===== config.mk =====
export PLATFORM = sky130hd
export DESIGN_NAME = direction_decoder
export DESIGN_NICKNAME = d
export VERILOG_FILES = /design/src/rtl/direction_decoder.sv
export SDC_FILE = /design/constraint.sdc
export NUM_CORES = 1
export LEC_CHECK = 0
export ABC_AREA = 1
export BUFFER_PORTS_ARGS = -buffer_cell sky130_fd_sc_hd__buf_2
export CELL_PAD_IN_SITES_DETAIL_PLACEMENT = 0
export CELL_PAD_IN_SITES_GLOBAL_PLACEMENT = 1
export CORE_MARGIN = 2
export CORE_UTILIZATION = 45
export CTS_BUF_LIST = sky130_fd_sc_hd__clkbuf_8
export CTS_CLUSTER_DIAMETER = 100
export DETAILED_ROUTE_END_ITERATION = 10
export PLACE_DENSITY = 0.93
export SYNTH_ARGS = -nofsm -noshare
export SYNTH_HDL_FRONTEND = slang
export SYNTH_SLANG_ARGS = --single-unit

===== constraint.sdc =====
create_clock -name clock -period 4 [get_ports clock]
set_input_delay 0.4 -clock clock [delete_from_list [all_inputs] [get_ports clock]]
set_output_delay 0.4 -clock clock [all_outputs]
set_load 0.05 [all_outputs]

===== src/rtl/direction_decoder.sv =====
// PS/2 scan-code parser producing a one-hot direction level, step pulses with auto-repeat, and a held-key mask.
// Define ARROW_KEYS_EN to also map the extended arrow keys (E0 75/72/74/6B) onto the same direction bits.
module direction_decoder #(
   parameter int REPEAT_DELAY = 25000000,
   parameter int REPEAT_RATE  = 5000000,
   parameter int CNT_W        = 26
) (
   input  logic         clock,
   input  logic         reset,
   input  logic [7:0]   rx_data,
   input  logic         rx_ready,
   output logic [3:0]   direction,
   output logic [3:0]   dir_pulse,
   output logic [3:0]   key_held,
   output logic         kb_error
);

   // state   | meaning
   // IDLE    | no prefix pending; next byte is a make, prefix or error byte
   // BRK     | F0 seen; next byte is a standard break code
   // EXT     | E0 seen; next byte is F0 or an extended make code
   // EXT_BRK | E0 F0 seen; next byte is an extended break code
   typedef enum logic [1:0] {IDLE, BRK, EXT, EXT_BRK} state_t;

   localparam logic [CNT_W-1:0] DELAY_LD  = CNT_W'((REPEAT_DELAY > 0) ? REPEAT_DELAY - 1 : 0);
   localparam logic [CNT_W-1:0] RATE_LD   = CNT_W'((REPEAT_RATE > 1) ? REPEAT_RATE - 1 : 0);
   localparam bit               REPEAT_EN = (REPEAT_DELAY > 0);

   state_t            state, state_nx;
   logic [3:0]        make_vec, brk_vec;
   logic              err;
   logic [3:0]        held_nx, dir_nx, pulse_nx;
   logic [CNT_W-1:0]  cnt, cnt_nx;

   function automatic logic [3:0] std_code(input logic [7:0] b);
      case (b)
         8'h1D:   return 4'b0001;
         8'h1B:   return 4'b0010;
         8'h23:   return 4'b0100;
         8'h1C:   return 4'b1000;
         default: return 4'b0000;
      endcase
   endfunction

`ifdef ARROW_KEYS_EN
   function automatic logic [3:0] ext_code(input logic [7:0] b);
      case (b)
         8'h75:   return 4'b0001;
         8'h72:   return 4'b0010;
         8'h74:   return 4'b0100;
         8'h6B:   return 4'b1000;
         default: return 4'b0000;
      endcase
   endfunction
`endif

   always_ff @(posedge clock or negedge reset) begin
      if (!reset) state <= IDLE;
      else        state <= state_nx;
   end

   always_comb begin
      state_nx = state;
      make_vec = 4'b0000;
      brk_vec  = 4'b0000;
      err      = 1'b0;
      if (rx_ready) begin
         case (state)
            IDLE: begin
               if (rx_data == 8'hF0)                         state_nx = BRK;
               else if (rx_data == 8'hE0)                    state_nx = EXT;
               else if (rx_data == 8'h00 || rx_data == 8'hFF) err = 1'b1;
               else                                          make_vec = std_code(rx_data);
            end
            BRK: begin
               brk_vec  = std_code(rx_data);
               state_nx = IDLE;
            end
            EXT: begin
               if (rx_data == 8'hF0) state_nx = EXT_BRK;
               else begin
`ifdef ARROW_KEYS_EN
                  make_vec = ext_code(rx_data);
`endif
                  state_nx = IDLE;
               end
            end
            EXT_BRK: begin
`ifdef ARROW_KEYS_EN
               brk_vec  = ext_code(rx_data);
`endif
               state_nx = IDLE;
            end
            default: state_nx = IDLE;
         endcase
      end
   end

   // A make of an already-held key is typematic and leaves everything untouched.
   always_comb begin
      held_nx  = key_held;
      dir_nx   = direction;
      pulse_nx = 4'b0000;
      cnt_nx   = cnt;
      if (err) begin
         held_nx = 4'b0000;
         dir_nx  = 4'b0000;
      end else if (make_vec != 4'b0000 && (make_vec & key_held) == 4'b0000) begin
         held_nx = key_held | make_vec;
         dir_nx  = make_vec;
      end else if ((brk_vec & key_held) != 4'b0000) begin
         held_nx = key_held & ~brk_vec;
         if (direction == brk_vec) dir_nx = held_nx & (~held_nx + 4'd1);
      end

      // A direction change always restarts the timer, overriding a coincident expiry.
      if (dir_nx == 4'b0000) begin
         cnt_nx = '0;
      end else if (dir_nx != direction) begin
         cnt_nx   = DELAY_LD;
         pulse_nx = dir_nx;
      end else if (REPEAT_EN) begin
         if (cnt == '0) begin
            pulse_nx = direction;
            cnt_nx   = RATE_LD;
         end else begin
            cnt_nx = cnt - 1'b1;
         end
      end
   end

   always_ff @(posedge clock or negedge reset) begin
      if (!reset) begin
         key_held  <= 4'b0000;
         direction <= 4'b0000;
         dir_pulse <= 4'b0000;
         kb_error  <= 1'b0;
         cnt       <= '0;
      end else begin
         key_held  <= held_nx;
         direction <= dir_nx;
         dir_pulse <= pulse_nx;
         kb_error  <= err;
         cnt       <= cnt_nx;
      end
   end

endmodule

# [Word-level counts from Yosys, hierarchy flattened]
# Cells that the tools add are included.
[classes] n_eq_ne=13 reduce_logical=12 div_mod_pow=0 shifts=0 multipliers=0 addsub=2 n_lt_le_gt_ge=0 n_mux=30 bitwise_logic=7
[op_table] operator="$mux 26" n=3
[op_table] operator="$mux 4" n=17
[op_table] operator="$logic_not 26->1" n=1
[op_table] operator="$sub 26x1->26 const B" n=1
[op_table] operator="$eq 8x5->1 const B" n=3
[op_table] operator="$eq 8x8->1 const B" n=3
[op_table] operator="$and 4x4->4" n=4
[op_table] operator="$pmux 4 s4" n=1
[op_table] operator="$eq 8x6->1 const B" n=1
[op_table] operator="$logic_not 4->1" n=2
[op_table] operator="$logic_not 8->1" n=1
[op_table] operator="$not 4->4" n=2
[op_table] operator="$reduce_bool 4->1" n=2
[op_table] operator="$mux 2" n=3
[op_table] operator="$pmux 2 s3" n=1
[op_table] operator="$mux 1" n=5
[op_table] operator="$add 4x1->4 const B" n=1
[op_table] operator="$eq 2x2->1 const B" n=2
[op_table] operator="$eq 4x4->1" n=1
[op_table] operator="$ne 4x4->1" n=1
[op_table] operator="$or 4x4->4" n=1
[op_table] operator="$ne 3x3->1 const B" n=1
[op_table] operator="$reduce_bool 3->1" n=1
[op_table] operator="$eq 2x1->1 const B" n=1
[op_table] operator="other kinds (5)" n=5
[totals] n_memories=0 rom_bits=0 latchBits=0 ram_bits=0 elab_cells=70 regBits=41

# [Depth between registers and ports, before layout]
# Gate-level depths: netlist of the first run.
[logic_depth] word_depth=16 mapped_depth=20 ltp_nobuf=19

# [Least setup slack after synthesis of the first run]
# OpenSTA, ideal clock, no wires.
[synth_timing] path_kind="reg-to-reg" from="register direction[2]" to="register dir_pulse[2]" required_time_ps=3883 setup_ps=117 t_arrival_ps=2097 path_stages_with_launch=17 path_slack_ps=1785 cell_sequence="dfrtp_1 -> inv_1 -> nand4_1 -> nand2_1 -> nor2_2 -> nand2_1 -> nor2_2 -> nand2_1 -> nand3_2 -> nand2_2 -> nand2_1 -> nand2_2 -> nor2_4 -> nand2_4 -> buf_6 -> nand3_1 -> nand2_1"
[synth_between] elab_chain_cells=8 elab_cells_between_ends=10 classes_between="2 x eq/ne; 7 x mux; 1 x reduce/logical"
[synth_rtl] element="start, declared" line="12" text="output logic [3:0] direction,"
[synth_rtl] element="start signal, assigned" line="141" text="direction <= dir_nx;"
[synth_rtl] element="$eq 4x4->1" line="113" text="if (direction == brk_vec) dir_nx = held_nx & (~held_nx + 4'd1);"
[synth_rtl] element="$mux 4" line="113"
[synth_rtl] element="$mux 4" line="111" text="end else if ((brk_vec & key_held) != 4'b0000) begin"
[synth_rtl] element="$mux 4" line="108" text="end else if (make_vec != 4'b0000 && (make_vec & key_held) == 4'b0000) begin"
[synth_rtl] element="$mux 4" line="105" text="if (err) begin"
[synth_rtl] element="$ne 4x4->1" line="119" text="end else if (dir_nx != direction) begin"
[synth_rtl] element="$mux 4" line="119"
[synth_rtl] element="$mux 4 (*)" line="117" text="if (dir_nx == 4'b0000) begin"
[synth_rtl] element="via pulse_nx[2]" line="32" text="logic [3:0] held_nx, dir_nx, pulse_nx;"
[synth_rtl] element="end signal, assigned" line="142" text="dir_pulse <= pulse_nx;"
[synth_rtl] element="end, declared" line="13" text="output logic [3:0] dir_pulse,"
# The timed path passes the listed nets; every way through them passes the cells marked *.
# A chain may end at the register's enable or synchronous reset.

# [Worst setup path in the final report of the first run]
[layout_timing] from="register state[1]" to="register cnt[12]"
[layout_between] elab_chain_cells=15 elab_cells_between_ends=28 classes_between="1 x add/sub; 3 x eq/ne; 12 x mux; 6 x bitwise; 6 x reduce/logical"
[layout_rtl] element="start, declared" line="29" text="state_t state, state_nx;"
[layout_rtl] element="start signal, assigned" line="59" text="else state <= state_nx;"
[layout_rtl] element="$eq 2x1->1" line="68" text="case (state)"
[layout_rtl] element="$mux 4" line="68"
[layout_rtl] element="$mux 4" line="67" text="if (rx_ready) begin"
[layout_rtl] element="$not 4->4" line="112" text="held_nx = key_held & ~brk_vec;"
[layout_rtl] element="$and 4x4->4" line="112"
[layout_rtl] element="$not 4->4" line="113"
[layout_rtl] element="$add 4x1->4" line="113"
[layout_rtl] element="$and 4x4->4" line="113"
[layout_rtl] element="$mux 4" line="113"
[layout_rtl] element="$mux 4" line="111"
[layout_rtl] element="$mux 4" line="108"
[layout_rtl] element="$mux 4 (*)" line="105"
[layout_rtl] element="$ne 4x4->1" line="119"
[layout_rtl] element="$mux 26" line="119"
[layout_rtl] element="$mux 26 (*)" line="117"
[layout_rtl] element="via cnt_nx[12]" line="33" text="logic [CNT_W-1:0] cnt, cnt_nx;"
[layout_rtl] element="end signal, assigned" line="144" text="cnt <= cnt_nx;"
[layout_rtl] element="end, declared" line="33"
# Marks and branches as above.

==> results of run 1 <==
state kept, by name (all words and copies together), names as in the netlist:
name	flops
state	2
dir_pulse	4
key_held	4
cnt	26
kb_error	1
direction	4
critical path, stage by stage, from the launching register on:
cell and delay, ns:
dfrtp_1 0.41, inv_1 0.08, nand2_1 0.17, nor2_4 0.23, nand2_4 0.08, nor2_1 0.15, nor2_1 0.07, nand2_1 0.07
nand2_2 0.10, nand2_2 0.11, nand2_1 0.10, nand2_2 0.13, nand4_2 0.10, buf_4 0.21, nand2_1 0.43, o21ai_0 0.17
power groups by stage:
stage,sequential (W),clock (W),combinational [W]
floorplan,0.000786,0,0.000954
global placement,0.000702,0,0.00124
detailed placement,0.000703,0,0.00126
CTS,0.000695,0.000358,0.00127
global route,0.000719,0.000377,0.00143
finish,0.000697,0.000351,0.00126
kinds of logic (layout without fill, tap and decap cells):
logic type	after synthesis	count (layout)
and+or+nand+nor	273	273
buffers and inverters	76	100
DFF	41	41
xor gates and xnor gates	22	22
AOI/OAI and AO/OA	18	18
adders and majority gates	1	1
layout make-up:
class	count	area [µm²]	area share, %
multi-input combinational	314	1640	50.3
sequential	41	1030	31.5
inverter	68	255	7.83
timing repair buffer	24	123	3.76
tap	77	96.3	2.96
clock buffer	6	82.6	2.53
clock inverter	2	37.5	1.15
routing by layer:
metal | up-vias | wire, µm | global-route usage (%)
li1 | 1416 | - | -
met1 | 1271 | 3280 | 27.2
met2 | 71 | 3160 | 34.7
met3 | 6 | 282 | 3.31
met4 | 0 | 64 | 4.76
met5 | - | 0 | 0
per-stage QoR:
stage               setup WS (ns)  cells
finish                       1.25    532
global route                0.922    532
CTS                          1.24    532
global placement             1.10    524
floorplan                    1.79    431
detailed placement           1.03    524
path summary, 6_finish.rpt:
path | start | end | slack [ns] | cells after the start
worst max-delay path | state[1]$_DFFE_PN0P_ | cnt[12]$_DFF_PN0_ | 1.25 | 15
worst min-delay path | reset | kb_error$_DFF_PN0_ | 0.26 | 1
worst max register to register | state[1]$_DFFE_PN0P_ | cnt[12]$_DFF_PN0_ | 1.25 | 15
worst min register to register | state[0]$_DFFE_PN0P_ | state[0]$_DFFE_PN0P_ | 0.57 | 2
max in group asynchronous | reset | cnt[5]$_DFF_PN0_ | 3.16 | 1
min in group clock | state[0]$_DFFE_PN0P_ | state[0]$_DFFE_PN0P_ | 0.57 | 2
layout by cell type, fill, tap and decap left out, drive strengths merged:
cell,synthesis,routed
nand2,108,108
nor2,69,69
inv,68,68
nand3,46,46
dfrtp,41,41
buf,8,24
nor3,23,23
nand4,18,18
xor2,16,16
o21ai,11,11
xnor2,6,6
clkbuf,0,6
a21oi,4,4
nor4,4,4
nand3b,4,4
or2,1,1
o32ai,1,1
o22ai,1,1
a2111oi,1,1
ha,1,1
bufinv,0,1
clkinvlp,0,1
==> results.toml, run 1 <==
[run_status]
run_status = "complete, no violations"

[floorplanning]
coreArea_mm2 = 0.00639
dieArea_mm2 = 0.00728
die_w_um = 85.3
num_io_pins = 24
initial_core_util_pct = 46.6
row_count = 29
die_h_um = 85.3

[drt]
via_per_inst = 5.20
drtIter0Drc = 128
final_antenna_net_count = 0
drt-total-wl_um = 6780
vias = 2764
drc = 0
first_pass_iters = 5
wire_per_inst_um = 12.7

[yosys]
synth_compound_area_share_pct = 3.53
seq_area_frac_synth_pct = 34.5
yosysUniqueCellTypes = 30
synth_seq_cells = 41
synth_edf_count = 0
netlist_top_cells_count = "97 x nand2_1, 66 x inv_1, 59 x nor2_1, 43 x nand3_1, 41 x dfrtp_1"
yosys.area.top_type = "dfrtp_1"
avgSynthCellArea_um2 = 6.91
synth_area_mm2 = 0.00298
synth_top_family_by_area = "simple AND/OR/NAND/NOR gates"
synth_nets = 443
ys.flop_type = "dfrtp_1"
synth_fa_ha_area_share_pct = 0.420
synth_most_common_cell = "nand2_1"
synth-simple-area-share_pct = 44.6
yosys_warnings = 0
ys_async_sr_fraction_pct = 100
synth_mux_area_share_pct = 0
netlist.area_leader.share_pct = 34.5
syn_inst = 431
synthTopCellsByArea = "dfrtp_1 34%, nand2_1 12%, inv_1 8.3%"
synthXorXnorAreaFrac_pct = 6.47

[worst_hold_path]
hold_class = "input port to asynchronous set/reset pin"

[timing]
rsz0062_at_grt = "false"
slew_headroom_pct = 36.6
hold_viol = 0
period_share_pct = 68.7
finalMaxSlewViolations = 0
hold_slack_ns = 0.256
tns_ns = 0
timing.fmax_mhz = 364
fin_crit_ns = 2.75
finalSetupViolCount = 0
skew_ns = 0.0131
worst_pin_slew_ns = 0.951

[power_and_ir_drop]
fin_total_pwr_w = 0.00231
swShare_pct = 50.6
irDropWorstVdd_mv = 0.531
intPower_w = 0.00114
power_frac_seq_pct = 30.2
p_clk_share_pct = 15.2
pwr-share-comb_pct = 54.6
p_leak_nw = 1.66
p_sw_w = 0.00117
power_density_mw_per_mm2 = 709

[cells_and_area]
stdcell_area_mm2 = 0.00326
finish.utilization_pct = 51.0
nets = 466
area_growth_pct = 9.41
drive_gt1_share_pct = 15.2
n_antenna_cell = 0
fillers = 643

[global_route]
antenna_found_initial = 0
grt_max_degree = 42
grt_pass1_vias = 2788
grt_overflow = 0
grt_usage_pct = 20.4
grt_pass1_wl_um = 12200

[cts]
cts.path.max_buffers = 2
cts_tree = "built"
clkLatencyLatePin_ns = 0.29
cts_num_sinks = 41
htree_levels = 2
ctsResizeCount = 0
ctsHoldBuffers = 0
cts_setup_buffers = 0
clk_pin_slew_ns = 0.09
cts_buffers = 5
cts_root_buffer = "clkbuf_8"

[worst_setup_path]
crit_fanout = 22
critPathRequiredTime_ns = 4.15
critPathLaunchType = "flop"
cp-end-kind = "flop"
crit_arrival_ns = 2.90
critical_path_class = "flop to flop"

[placed_design]
place_area_mm2 = 0.00314
gp_congestion = 0.877
port_buffers = 23
place_hpwl_um = 5210

[run]
drv_cap = 0
(Power assumes the default switching activity.)
==> run 2, diff against run 1 <==
--- a/config.mk
+++ b/config.mk
@@ -5,7 +5,7 @@
 export SDC_FILE = /design/constraint.sdc
 export NUM_CORES = 1
 export LEC_CHECK = 0
-export ABC_AREA = 1
+export ABC_AREA = 0
 export BUFFER_PORTS_ARGS = -buffer_cell sky130_fd_sc_hd__buf_2
 export CELL_PAD_IN_SITES_DETAIL_PLACEMENT = 0
 export CELL_PAD_IN_SITES_GLOBAL_PLACEMENT = 1
@@ -14,7 +14,7 @@
 export CTS_BUF_LIST = sky130_fd_sc_hd__clkbuf_8
 export CTS_CLUSTER_DIAMETER = 100
 export DETAILED_ROUTE_END_ITERATION = 10
-export PLACE_DENSITY = 0.93
+export PLACE_DENSITY = 0.9
 export SYNTH_ARGS = -nofsm -noshare
 export SYNTH_HDL_FRONTEND = slang
 export SYNTH_SLANG_ARGS = --single-unit
==> constraint.sdc (replaced) <==
create_clock -name clock -period 2.87 [get_ports clock]
set_input_delay 0.287 -clock clock [delete_from_list [all_inputs] [get_ports clock]]
set_output_delay 0.287 -clock clock [all_outputs]
set_load 0.05 [all_outputs]
==> results.toml, run 2 <==
[yosys]
synth_seq_cells = 41
netlist.area_leader.share_pct = 36.8
yosys_warnings = 0
synth_nets = 325
synthXorXnorAreaFrac_pct = 6.91
synth-simple-area-share_pct = 34.1
synth_mux_area_share_pct = 2.20
ys_async_sr_fraction_pct = 100
avgSynthCellArea_um2 = 8.91
synth_top_family_by_area = "simple AND/OR/NAND/NOR gates"
yosys.area.top_type = "dfrtp_1"
syn_inst = 313
yosysUniqueCellTypes = 59
synth_most_common_cell = "dfrtp_1"
synth_compound_area_share_pct = 15.5
netlist_top_cells_count = "41 x dfrtp_1, 27 x nand2_1, 24 x a21oi_1, 24 x nor2_1, 19 x nor3_1"
synth_area_mm2 = 0.00279
synth_fa_ha_area_share_pct = 0.449
seq_area_frac_synth_pct = 36.8
synth_edf_count = 0
synthTopCellsByArea = "dfrtp_1 37%, a21oi_1 4.3%, xnor2_1 3.8%"
ys.flop_type = "dfrtp_1"

[placed_design]
place_hpwl_um = 5260
pre_cts_slack_ns = -0.0309
gp_congestion = 0.899
place_area_mm2 = 0.00312
port_buffers = 23

[cells_and_area]
largest_reg_flops = 26
nets = 374
area_growth_pct = 20.1
stdcell_area_mm2 = 0.00335
multi_input_area_mm2 = 0.00168
drive_gt1_share_pct = 25.1
n_antenna_cell = 0
regArea_mm2 = 0.00103
final_common_cell = "dfrtp_1"
layout_common_cells = "40 x dfrtp_1, 29 x buf_4, 27 x nand2_1"
regMostFlops = "cnt"
fillers = 584

[floorplanning]
num_io_pins = 24
die_w_um = 82.7
dieArea_mm2 = 0.00684
coreArea_mm2 = 0.00596
die_h_um = 82.7
row_count = 28
initial_core_util_pct = 46.8

[worst_setup_path]
r2r_end = "dir_pulse[0]$_DFF_PN0_"
crit_arrival_ns = 3.05
crit_fanout = 6
reg2reg_depth = 9
critical_path_class = "flop to flop"
slowest_delay_ns = 0.44
worst_r2r_startpoint = "state[0]$_DFFE_PN0P_"
r2r_slack_ns = 0.01
critPathRequiredTime_ns = 3.06
cp-end-kind = "flop"
critPathLaunchType = "flop"
crit_chain = "and4bb_2 > and4b_1 > nor3_4 > a211o_4 > a21oi_2 > o31a_1 > nor4_4 > buf_4 > mux2_4"
crit_slowest_cell = "dfrtp_2"

[global_route]
grt_overflow = 0
grt_pass1_vias = 2506
grt_usage_pct = 22.8
antenna_found_initial = 0
grt_max_degree = 42
grt_pass1_wl_um = 11900

[drt]
wire_per_inst_um = 16.9
final_antenna_net_count = 0
drt-total-wl_um = 7420
drtIter0Drc = 208
wl_met1_um = 3490
top_layer = "met4"
vias = 2612
first_pass_iters = 4
via_per_inst = 5.96
wl_met3_um = 345
drc = 0
met2_length_um = 3470

[cts]
htree_levels = 2
ctsHoldBuffers = 0
cts.path.max_buffers = 2
clkLatencyLatePin_ns = 0.30
cts_tree = "built"
cts_num_sinks = 41
cts_root_buffer = "clkbuf_8"
clk_pin_slew_ns = 0.09
cts_buffers = 5

[timing]
finalSetupViolCount = 0
rsz0062_at_grt = "true"
slew_headroom_pct = 40.1
tns_ns = 0
period_share_pct = 99.7
skew_ns = 0.0123
finalMaxSlewViolations = 0
timing.fmax_mhz = 350
hold_slack_ns = 0.101
worst_pin_slew_ns = 0.898
fin_ws_ns = 0.00975
hold_viol = 0
fin_crit_ns = 2.86

[worst_hold_path]
hold_class = "input port to asynchronous set/reset pin"

[power_and_ir_drop]
irDropWorstVdd_mv = 0.466
power_density_mw_per_mm2 = 760
p_leak_nw = 1.45

[run_status]
run_status = "complete, no violations"

[run]
drv_cap = 0
[run 2: worst max-delay path by stage]
stage / to / slack [ns] / start / cells past startpoint
floorplan: dir_pulse[0]$_DFF_PN0_ / 0.1 / key_held[1]$_DFFE_PN0P_ / 8
global placement: cnt[9]$_DFF_PN0_ / 0.03 / rx_data[2] / 11
detailed placement: cnt[9]$_DFF_PN0_ / -0.03 / rx_data[2] / 11
CTS: cnt[9]$_DFF_PN0_ / 0.04 / state[1]$_DFFE_PN0P_ / 10
global route: dir_pulse[0]$_DFF_PN0_ / -0.05 / state[0]$_DFFE_PN0P_ / 9
finish: dir_pulse[0]$_DFF_PN0_ / 0.01 / state[0]$_DFFE_PN0P_ / 9
[run 2: timing repair]
item | in CTS | in global routing
gates resized for setup | 0 | 11
buffers inserted | 0 | 6
setup endpoints to repair | 0 | 30
[run 2: kinds of logic after synthesis]
| kind of cell | count (synthesis) |
|---|---|
| mux | 6 |
| fa+ha+maj | 1 |
| flops | 41 |
| compound gates | 67 |
| simple gates | 153 |
| buf+inv | 23 |
| xor+xnor | 22 |
[run 2: power by group]
part	switching, W	total (W)	internal, W
combinational	0.000633	0.00111	0.000478
sequential	0.000148	0.000868	0.000721
clock	0.000217	0.000567	0.000350
total	0.000998	0.00255	0.00155
[run 2: metrics by stage]
step           std cells  power (W)  utilization (%)
2_1_floorplan        313    0.00167                -
3_5_place_dp         423    0.00195             52.4
3_3_place_gp         423    0.00191             52.4
6_report             438    0.00255             56.2
4_1_cts              431    0.00253             54.7
5_1_grt              438    0.00272             56.2
[run 2: final cells by class]
class / instances / area share, %
Tap cell: 75 / 2.80
Inverter: 10 / 1.12
Multi-Input combinational cell: 249 / 50.3
Timing Repair Buffer: 55 / 11.0
Clock inverter: 3 / 2.05
Sequential cell: 41 / 30.7
Clock buffer: 5 / 2.05
[run 2: metal layers]
| layer | global-route usage [%] | vias up |
|---|---|---|
| li1 | - | 1266 |
| met1 | 30.5 | 1269 |
| met5 | 0 | - |
| met4 | 4.59 | 0 |
| met3 | 5.43 | 10 |
| met2 | 37.8 | 67 |
[run 2: worst max-delay path: cells and delay by family, from the launching register on]
kind,cells,cell delay (ns)
and+or+nand+nor,4,1.24
AOI/OAI and AO/OA,3,0.59
DFF,1,0.44
muxes,1,0.29
buffers and inverters,1,0.19
==> run 3, diff against run 2 <==
==> config.mk (replaced) <==
export PLATFORM = sky130hd
export DESIGN_NAME = direction_decoder
export DESIGN_NICKNAME = d
export VERILOG_FILES = /design/src/rtl/direction_decoder.sv
export SDC_FILE = /design/constraint.sdc
export NUM_CORES = 1
export LEC_CHECK = 0
export ABC_AREA = 0
export BUFFER_PORTS_ARGS = -buffer_cell sky130_fd_sc_hd__buf_2
export CELL_PAD_IN_SITES_DETAIL_PLACEMENT = 2
export CELL_PAD_IN_SITES_GLOBAL_PLACEMENT = 2
export CORE_MARGIN = 2
export CORE_UTILIZATION = 38
export CTS_BUF_LIST = sky130_fd_sc_hd__clkbuf_8
export CTS_CLUSTER_DIAMETER = 100
export DETAILED_ROUTE_END_ITERATION = 10
export PLACE_DENSITY = 0.92
export SYNTH_ARGS = -nofsm -noshare
export SYNTH_HDL_FRONTEND = slang
export SYNTH_SLANG_ARGS = --single-unit
==> results.toml, run 3 (same netlist as run 2, synthesis figures left out) <==
[timing]
fin_ws_ns = -0.165
skew_ns = 0.0277
timing.fmax_mhz = 330
hold_viol = 0
rsz0062_at_grt = "true"
period_share_pct = 106
worst_pin_slew_ns = 0.983
finalSetupViolCount = 30
slew_headroom_pct = 34.5
finalMaxSlewViolations = 0
fin_crit_ns = 3.03

[worst_setup_path]
critical_path_class = "flop to flop"
critPathLaunchType = "flop"
critPathRequiredTime_ns = 3.08
crit_slowest_cell = "nor4_4"
crit_chain = "and3b_2 > nand2_4 > o211ai_1 > a211o_4 > a21oi_1 > o31a_1 > nor4_4 > buf_6 > buf_6 > buf_4 > a21oi_1"
cp-end-kind = "flop"
crit_arrival_ns = 3.25
slowest_delay_ns = 0.48
critPathBufInv = 3
crit_fanout = 5
critPathTopFamily = "compound AO/OA/AOI/OAI gates"

[placed_design]
pre_cts_slack_ns = -0.455
gp_congestion = 0.897
dp.cells = 455
place_hpwl_um = 8190
port_buffers = 23

[run]
drv_cap = 0

[cells_and_area]
fillers = 761
layout_common_cells = "42 x buf_4, 38 x dfrtp_1, 26 x nand2_1"
final_common_cell = "buf_4"
layoutNonFillerInstCount = 479
nets = 391
largest_reg_flops = 26
drive_gt1_share_pct = 36.3
regMostFlops = "cnt"
area_growth_pct = 34.1
n_antenna_cell = 0

[global_route]
grt_pass1_wl_um = 18800
grt_overflow = 0
grt_usage_pct = 32.1
grt_pass1_vias = 3237
grt_max_degree = 42
antenna_found_initial = 0

[cts]
cts_buffers = 5
cts_root_buffer = "clkbuf_8"
cts.path.max_buffers = 2
ctsHoldBuffers = 0
htree_levels = 2
clkLatencyLatePin_ns = 0.34
cts_tree = "built"
cts_num_sinks = 41
clk_pin_slew_ns = 0.11

[power_and_ir_drop]
p_clk_share_pct = 14.3
intPower_w = 0.00151
power_density_mw_per_mm2 = 819
p_leak_nw = 1.61
power_frac_seq_pct = 30.8
irDropWorstVdd_mv = 0.392
pwr-share-comb_pct = 55.0
p_sw_w = 0.00156
swShare_pct = 50.8

[drt]
vias = 3278
first_pass_iters = 5
drc = 0
drt-total-wl_um = 15800
final_antenna_net_count = 0
via_per_inst = 6.84
drtIter0Drc = 358
wire_per_inst_um = 33.0

[floorplanning]
initial_core_util_pct = 38.9
num_io_pins = 24
row_count = 31
coreArea_mm2 = 0.00718
die_h_um = 89.7
die_w_um = 89.7
dieArea_mm2 = 0.00804

[worst_hold_path]
hold_class = "input port to asynchronous set/reset pin"

[run_status]
run_status = "finished, violations left"
violations = "setup timing"
-- run 3: cell types whose count changed in the layout (fill, tap and decap cells not counted), moves of 3 or more --
cell / delta
o21ai_1: +3
nor3_2: +4
buf_4: +13
nor4_1: -3
buf_6: +3
nor4b_1: -8
o21ai_0: -3
nor3_1: -3
nor4b_4: +6
-- run 3: worst paths after layout --
path | startpoint | to | cells after the start | slack, ns
worst max register to register | state[1]$_DFFE_PN0P_ | cnt[14]$_DFF_PN0_ | 11 | -0.16
max in group asynchronous | reset | state[1]$_DFFE_PN0P_ | 1 | 2.08
worst max-delay path | state[1]$_DFFE_PN0P_ | cnt[14]$_DFF_PN0_ | 11 | -0.16
worst min-delay path | reset | direction[1]$_DFF_PN0_ | 1 | 0.1
worst min register to register | cnt[0]$_DFF_PN0_ | cnt[0]$_DFF_PN0_ | 1 | 0.55
min in group clock | rx_ready | state[0]$_DFFE_PN0P_ | 2 | 0.28
-- run 3: area by class of cell --
class | instances | area (µm²) | share of cell area, %
Clock inverter | 3 | 17.5 | 0.469
Sequential cell | 41 | 1030 | 27.5
Inverter | 10 | 37.5 | 1.00
Timing Repair Buffer | 72 | 541 | 14.5
Multi-Input combinational cell | 249 | 1920 | 51.4
Clock buffer | 5 | 68.8 | 1.84
Tap cell | 99 | 124 | 3.31
-- run 3: worst reg2reg max path: stages (launching register included) --
cell and delay (ns):
dfrtp_2 0.46, and3b_2 0.36, nand2_4 0.09, o211ai_1 0.37, a211o_4 0.24, a21oi_1 0.06
o31a_1 0.38, nor4_4 0.48, buf_6 0.19, buf_6 0.11, buf_4 0.11, a21oi_1 0.09
-- run 3: what timing repair did --
item | CTS | global route
gates resized for setup | 13 | 48
setup buffers | 0 | 17
gates cloned | 0 | 1
pin swaps | 1 | 15
endpoints found under the setup margin | 30 | 30
-- run 3: per-stage QoR --
| step | hold WS, ns | total power [W] | util, % | setup TNS [ns] | cell area [µm²] |
|---|---|---|---|---|---|
| after floorplan | -0.00859 | 0.00167 | - | 0 | 2790 |
| after global placement | 0.464 | 0.00195 | 45.0 | -0.402 | 3230 |
| after detailed placement | 0.493 | 0.00209 | 45.0 | -7.62 | 3230 |
| after CTS | 0.151 | 0.00257 | 46.8 | 0 | 3360 |
| after global routing | 0.170 | 0.00314 | 52.1 | -3.29 | 3740 |
| final | 0.0973 | 0.00306 | 52.1 | -2.34 | 3740 |
-- run 3: routing by layer --
metal  global-route usage (%)  vias up  routed length, µm
met4                     16.1        0                680
met2                     55.0      257               7650
met1                     38.6     1661               6150
met5                        0        -                  0
li1                         -     1295                  -
met3                     5.21       65               1320
-- run 3: power groups by stage --
stage               Sequential, W  Clock, W  Combinational, W
floorplan                0.000898         0          0.000775
global placement         0.000874         0           0.00108
detailed placement       0.000894         0           0.00120
CTS                      0.000899  0.000416           0.00126
global route             0.000952  0.000458           0.00173
finish                   0.000942  0.000437           0.00168
